**src/rtl/ksa_pipe_if.sv**
```systemverilog
// Operand/result handshake bundle for ksa_pipe.
// The ovf wire exists only when KSA_PIPE_OVF_EN is defined.
interface ksa_pipe_if #(
   parameter int N     = 16,
   parameter int TAG_W = 4
);
   logic             in_valid;
   logic             in_ready;
   logic [N-1:0]     a;
   logic [N-1:0]     b;
   logic             cin;
   logic             sub;
   logic [TAG_W-1:0] tag;
   logic             out_valid;
   logic             out_ready;
   logic [N-1:0]     sum;
   logic             cout;
   logic [TAG_W-1:0] out_tag;
`ifdef KSA_PIPE_OVF_EN
   logic             ovf;

   modport master (
      output in_valid, a, b, cin, sub, tag, out_ready,
      input  in_ready, out_valid, sum, cout, out_tag, ovf
   );
   modport slave (
      input  in_valid, a, b, cin, sub, tag, out_ready,
      output in_ready, out_valid, sum, cout, out_tag, ovf
   );
`else
   modport master (
      output in_valid, a, b, cin, sub, tag, out_ready,
      input  in_ready, out_valid, sum, cout, out_tag
   );
   modport slave (
      input  in_valid, a, b, cin, sub, tag, out_ready,
      output in_ready, out_valid, sum, cout, out_tag
   );
`endif
endinterface

```
**src/rtl/ksa_pipe.sv**
```systemverilog
// Pipelined Kogge-Stone add/subtract: stage 0 p/g, log2(N) prefix stages, one sum stage.
// Optional signed-overflow output under macro KSA_PIPE_OVF_EN.
module ksa_pipe #(
   parameter int N     = 16,
   parameter int TAG_W = 4
) (
   input  logic      clk,
   input  logic      rst,
   ksa_pipe_if.slave bus
);
   localparam int LVL = $clog2(N);

   logic                      stage_en;
   logic [N-1:0]              be;
   logic                      ce_in;

   logic [LVL:0][N-1:0]       g_d, g_q;
   logic [LVL-1:0][N-1:0]     p_d, p_q;
   logic [LVL:0][N-1:0]       p0_d, p0_q;
   logic [LVL:0]              ce_d, ce_q;
   logic [LVL:0]              vld_d, vld_q;
   logic [LVL:0][TAG_W-1:0]   tag_d, tag_q;

   logic [N-1:0]              sum_d, sum_q;
   logic                      cout_d, cout_q;
   logic                      out_vld_q;
   logic [TAG_W-1:0]          out_tag_q;

   // One global enable: the whole pipe freezes while the output is blocked.
   assign stage_en = bus.out_ready | ~out_vld_q;

   assign be    = bus.b ^ {N{bus.sub}};
   assign ce_in = bus.cin ^ bus.sub;

   assign p_d[0]   = bus.a ^ be;
   assign g_d[0]   = (bus.a & be) | {{(N-1){1'b0}}, (bus.a[0] ^ be[0]) & ce_in};
   assign p0_d[0]  = bus.a ^ be;
   assign ce_d[0]  = ce_in;
   assign vld_d[0] = bus.in_valid;
   assign tag_d[0] = bus.tag;

   genvar gl, gi;
   generate
      for (gl = 1; gl <= LVL; gl++) begin : g_lvl
         localparam int D = 1 << (gl - 1);
         for (gi = 0; gi < N; gi++) begin : g_bit
            if (gi >= D) begin : g_comb
               assign g_d[gl][gi] = g_q[gl-1][gi] | (p_q[gl-1][gi] & g_q[gl-1][gi-D]);
               if (gl < LVL) begin : g_p
                  assign p_d[gl][gi] = p_q[gl-1][gi] & p_q[gl-1][gi-D];
               end
            end else begin : g_pass
               assign g_d[gl][gi] = g_q[gl-1][gi];
               if (gl < LVL) begin : g_p
                  assign p_d[gl][gi] = p_q[gl-1][gi];
               end
            end
         end
         assign p0_d[gl]  = p0_q[gl-1];
         assign ce_d[gl]  = ce_q[gl-1];
         assign vld_d[gl] = vld_q[gl-1];
         assign tag_d[gl] = tag_q[gl-1];
      end
   endgenerate

   // g already includes the carry-in, so G[i-1] is the carry into bit i.
   assign sum_d  = p0_q[LVL] ^ {g_q[LVL][N-2:0], ce_q[LVL]};
   assign cout_d = g_q[LVL][N-1];

   always_ff @(posedge clk or posedge rst) begin
      if (rst) begin
         g_q       <= '0;
         p_q       <= '0;
         p0_q      <= '0;
         ce_q      <= '0;
         vld_q     <= '0;
         tag_q     <= '0;
         sum_q     <= '0;
         cout_q    <= 1'b0;
         out_vld_q <= 1'b0;
         out_tag_q <= '0;
      end else if (stage_en) begin
         g_q       <= g_d;
         p_q       <= p_d;
         p0_q      <= p0_d;
         ce_q      <= ce_d;
         vld_q     <= vld_d;
         tag_q     <= tag_d;
         sum_q     <= sum_d;
         cout_q    <= cout_d;
         out_vld_q <= vld_q[LVL];
         out_tag_q <= tag_q[LVL];
      end
   end

`ifdef KSA_PIPE_OVF_EN
   logic ovf_d, ovf_q;

   assign ovf_d = g_q[LVL][N-2] ^ g_q[LVL][N-1];

   always_ff @(posedge clk or posedge rst) begin
      if (rst) begin
         ovf_q <= 1'b0;
      end else if (stage_en) begin
         ovf_q <= ovf_d;
      end
   end

   assign bus.ovf = ovf_q;
`endif

   assign bus.in_ready  = stage_en;
   assign bus.out_valid = out_vld_q;
   assign bus.sum       = sum_q;
   assign bus.cout      = cout_q;
   assign bus.out_tag   = out_tag_q;
endmodule

```
**src/flat_wrapper.sv**
```systemverilog
// flat-port wrapper written by rule: the top's interface ports become plain ports
module ksa_pipe_flat 
#(
   parameter int N     = 16,
   parameter int TAG_W = 4
)
  (clk, rst, bus_in_valid, bus_a, bus_b, bus_cin, bus_sub, bus_tag, bus_out_ready, bus_in_ready, bus_out_valid, bus_sum, bus_cout, bus_out_tag);
  ksa_pipe_if #(.N(N), .TAG_W(TAG_W)) bus_i ();
  input  logic clk;
  input  logic rst;
  input wire logic [$bits(bus_i.in_valid)-1:0] bus_in_valid;
  input wire logic [$bits(bus_i.a)-1:0] bus_a;
  input wire logic [$bits(bus_i.b)-1:0] bus_b;
  input wire logic [$bits(bus_i.cin)-1:0] bus_cin;
  input wire logic [$bits(bus_i.sub)-1:0] bus_sub;
  input wire logic [$bits(bus_i.tag)-1:0] bus_tag;
  input wire logic [$bits(bus_i.out_ready)-1:0] bus_out_ready;
  output wire logic [$bits(bus_i.in_ready)-1:0] bus_in_ready;
  output wire logic [$bits(bus_i.out_valid)-1:0] bus_out_valid;
  output wire logic [$bits(bus_i.sum)-1:0] bus_sum;
  output wire logic [$bits(bus_i.cout)-1:0] bus_cout;
  output wire logic [$bits(bus_i.out_tag)-1:0] bus_out_tag;
  assign bus_i.in_valid = bus_in_valid;
  assign bus_i.a = bus_a;
  assign bus_i.b = bus_b;
  assign bus_i.cin = bus_cin;
  assign bus_i.sub = bus_sub;
  assign bus_i.tag = bus_tag;
  assign bus_i.out_ready = bus_out_ready;
  assign bus_in_ready = bus_i.in_ready;
  assign bus_out_valid = bus_i.out_valid;
  assign bus_sum = bus_i.sum;
  assign bus_cout = bus_i.cout;
  assign bus_out_tag = bus_i.out_tag;
  ksa_pipe #(.N(N), .TAG_W(TAG_W)) u_core (.clk(clk), .rst(rst), .bus(bus_i));
endmodule
```
**config.mk**
```make
export PLATFORM = sky130hd
export DESIGN_NAME = ksa_pipe_flat
export DESIGN_NICKNAME = d
export VERILOG_FILES = /design/src/rtl/ksa_pipe_if.sv /design/src/rtl/ksa_pipe.sv /design/src/flat_wrapper.sv
export SDC_FILE = /design/constraint.sdc
export NUM_CORES = 1
export LEC_CHECK = 0
export CAP_MARGIN = 20
export CORE_MARGIN = 2
export CORE_UTILIZATION = 59
export DETAILED_ROUTE_END_ITERATION = 12
export PLACE_DENSITY = 0.89
export SYNTH_ARGS = -nofsm -noshare
export SYNTH_HDL_FRONTEND = slang
export SYNTH_SLANG_ARGS = --single-unit
```
**constraint.sdc**
```tcl
create_clock -name clk -period 10.75 [get_ports clk]
set_input_delay 2.15 -clock clk [delete_from_list [all_inputs] [get_ports clk]]
set_output_delay 2.15 -clock clk [all_outputs]
set_load 0.05 [all_outputs]
```
# Word level (Yosys, flattened, before mapping)
# Cells that the tools add are included.
# W data, S select, Z words.
# op_classes
n_bitwise,149
# op_table
op,count
$and A1 B1 Y1,91
$or A1 B1 Y1,50
$xor A16 B16 Y16,3
$and A16 B16 Y16,1
$or A16 B1 Y16,1
$xor A1 B1 Y1,2
$not A1 Y1,1
# totals
register_bits,260
in_bits,42
output_inout_bits,23
word_cells,173

# Depth between registers and ports, before layout
# logic_depth
depth_word,4
mapped_depth,7
mapped_depth_nobuf,4

# Least setup slack after synthesis
# OpenSTA, ideal clock, no wires.
# synth_timing
kind,in2out
from,in bus_out_ready
to,out bus_in_ready
arrival_ps,2732
required_ps,8600
slack_ps,5868
path_stages,5
n_path_buf,3
path_cell_list,nor2b_4 > buf_6 > inv_4 > buf_6 > buf_6
# synth_via
elab_chain_len,1
# synth_rtl
item,line_no,source
start: declaration,flat_wrapper.sv:17,input wire logic [$bits(bus_i.out_ready)-1:0] bus_out_ready;
$or A1 B1 Y1,ksa_pipe.sv:30,assign stage_en = bus.out_ready | ~out_vld_q;
end: declaration,flat_wrapper.sv:18,output wire logic [$bits(bus_i.in_ready)-1:0] bus_in_ready;
# No other way between the ends.

# Worst setup path after layout
# Ends and elaborated chain as after synthesis.

==> results.ini <==
[routing]
vias = 7195
wl_met1_mm = 8.41
drt.antenna.violating_nets = 0
detail_route.wl_per_cell_um = 14.3
wl_met2_mm = 9.55
viasPerCell = 5.33
wl_mm = 19.3
dr.first_iter.drc_count = 823
met3_length_um = 948
routed.top_layer = met4
dr.pass1.iters = 5
drcViolationCount = 0

[setup_path]
cp.required_ns = 8.60
path_buf_inv = 3
worstPathCellList = clkdlybuf4s50_1, nor2b_4, inv_4, clkdlybuf4s50_1
reg2reg_from = u_core.bus.out_valid
path_common_cell = clkdlybuf4s50_1
max_stage_delay_ns = 0.80
critPathLaunchType = primary input
crit_family = buffers and inverters
crit_arrival_ns = 3.60
worstReg2RegEnd = u_core.g_d[16]
critical_path_class = primary input to output port
worst-path-stages = 4
end_kind = output port
reg2regPathDepth = 6
slowest_stage = clkdlybuf4s50_1
regToRegSetupSlack_ns = 8.10
critical_path.startpoint = bus_out_ready
crit_end = bus_in_ready
crit_fanout = 3

[floorplan]
die_w_um = 134
core_area_um2 = 16600
die_area_um2 = 18000
start_util = 0.604
io-pin-count = 65
num_rows = 47
die_h_um = 134

[timing]
final_max_slew_viol_count = 0
tns_ns = 0
final.setup.worst_slack_ns = 5.00
final.min_clock_period_ns = 5.75
slew_headroom = 0.199
skew_ns = 0.00706
holdWs_ns = 0.464
hold_viol = 0
fmax_ghz = 0.174
setup_viol = 0
finalCritPeriodShare = 0.534
grt_setup_unrepaired = no
tightest_slew_ns = 1.20

[power]
cellPowerDensity_nw_per_um2 = 298
total_leakage_power_nw = 5.80
peakVddDrop_uv = 212
power_mw = 3.42

[clocking]
ctsResizeCount = 0
cts_buffer_depth = 3
cts_buffers = 24
clk_latency_ns = 0.51
clkSinkCount = 246
cts_setup_buffers = 0
root_buffer = clkbuf_16
cts_hold_buf = 0
htreeDepth = 1
cts_tree = built
clk_pin_slew_ns = 0.06

[global_routing]
grt_pass1_vias = 6953
grt_first_pass_wirelength_mm = 33.2
antenna_found_initial = 0
grt_usage = 0.225
grt-ovfl-total = 0
grt_max_degree = 309

[cells_and_area]
drive_gt1_frac = 0.0434
syn_to_final_growth_pct = 14.5
fin_nets = 1170
final_cell_mix = nand2_1 (565), dfrtp_1 (246), clkdlybuf4s50_1 (64), o21ai_0 (56), a21oi_1 (49)
final_cells = 1349
diodes = 0
final_common_cell = nand2_1
stdcell_area_um2 = 11500
utilization = 0.692
nFillCells = 1153

[synthesis]
ys_seq_area_frac = 0.614
synth_top_cell_by_area = dfrtp_1
synth_nets = 1130
ys.warnings.count = 0
syn-mean-instance-area_um2 = 9.35
ys_ff_latch = 246
synth.area.top_cells = dfrtp_1 (61%), nand2_1 (21%), o21ai_0 (2.8%), a21oi_1 (2.4%), buf_6 (2.4%)
syn_inst = 1072
synth_cell_type_count = 20
netlist_area_um2 = 10000
synth_top_area_frac = 0.614

[hold_path]
holdCritPathClass = register to register
hold-path-cell-count = 2

[placement]
port_buffers = 64
place_area_um2 = 10500
place_congestion = 0.781
hpwlAfterDp_mm = 11.2
dp_slack_ns = 5.01
post-place-cells = 1304

[outcome]
status = finished clean

[run]
cap_violations = 0

[Yosys cell counts]
cell      number
a21oi_1       49
nand2_1      565
dfrtp_1      246
ha_1          16
buf_4         20
o21ai_0       56
inv_4          1
mux2i_1        1
nand2b_1       1
xor2_1        16
nor2_1         1
nand3_1       34
a21oi_2        1
clkbuf_1       5
buf_6         21
inv_1          1
o21ai_1       10
nor2b_4        1
buf_2         10
xnor2_1       17
[flip-flops by register name, indices dropped and copies added (netlist names), 5 cells and up]
signal,flops
u_core.g_q,64
u_core.p0_d,48
u_core.bus.sum,16
u_core.p0_q,16
u_core.tag_d,16
u_core.g_d,15
u_core.ce_q,5
u_core.vld_q,5
u_core.p_q,49
[routing by layer]
layer / global-route usage / vias up
met5: 0 / -
met4: 0.0550 / 0
met3: 0.0310 / 40
met2: 0.376 / 199
met1: 0.317 / 3502
li1: - / 3454
[worst min-delay path: stages, from the launching register on]
cell,delay [ns]
dfrtp_1,0.34
nand2_1,0.05
nand2_1,0.04
[report_power, final]
part / leakage [nW] / total (mW) / internal [mW] / switching (mW)
sequential: 3.10 / 1.60 / 1.31 / 0.291
clock: 0.435 / 0.921 / 0.585 / 0.336
combinational: 2.26 / 0.901 / 0.320 / 0.581
[kinds of logic (layout without fill, tap and decap cells)]
| logic type | Yosys count | in the layout | synth area share |
|---|---|---|---|
| XOR/XNOR | 33 | 33 | 0.0288 |
| AO/OA/AOI/OAI | 116 | 116 | 0.0583 |
| multiplexers | 1 | 1 | 0.000999 |
| AND/OR/NAND/NOR | 602 | 602 | 0.231 |
| buffers and inverters | 58 | 115 | 0.0465 |
| flip-flops | 246 | 246 | 0.614 |
| adder cells (fa/ha/maj) | 16 | 16 | 0.0200 |
[area by class of cell]
type,instances,area [um2],share of cell area
clock inverters,8,168,0.0146
inverters,2,17.5,0.00153
repair buffers,70,738,0.0643
clock buffers,35,723,0.0630
well taps,220,275,0.0240
flip-flops and latches,246,6160,0.536
multi-input cells,768,3400,0.296
[worst min-delay path by stage]
stage,from,end
global route,u_core.p0_d[68],u_core.p0_q[68]
floorplan,u_core.vld_q[4],u_core.vld_q[4]
detailed placement,u_core.vld_q[4],u_core.bus.out_valid
finish,u_core.p0_d[73],u_core.p0_d[73]
global placement,u_core.vld_q[4],u_core.vld_q[4]
CTS,u_core.p0_d[68],u_core.p0_d[68]
No activity file was read; power rests on OpenSTA's default activity.
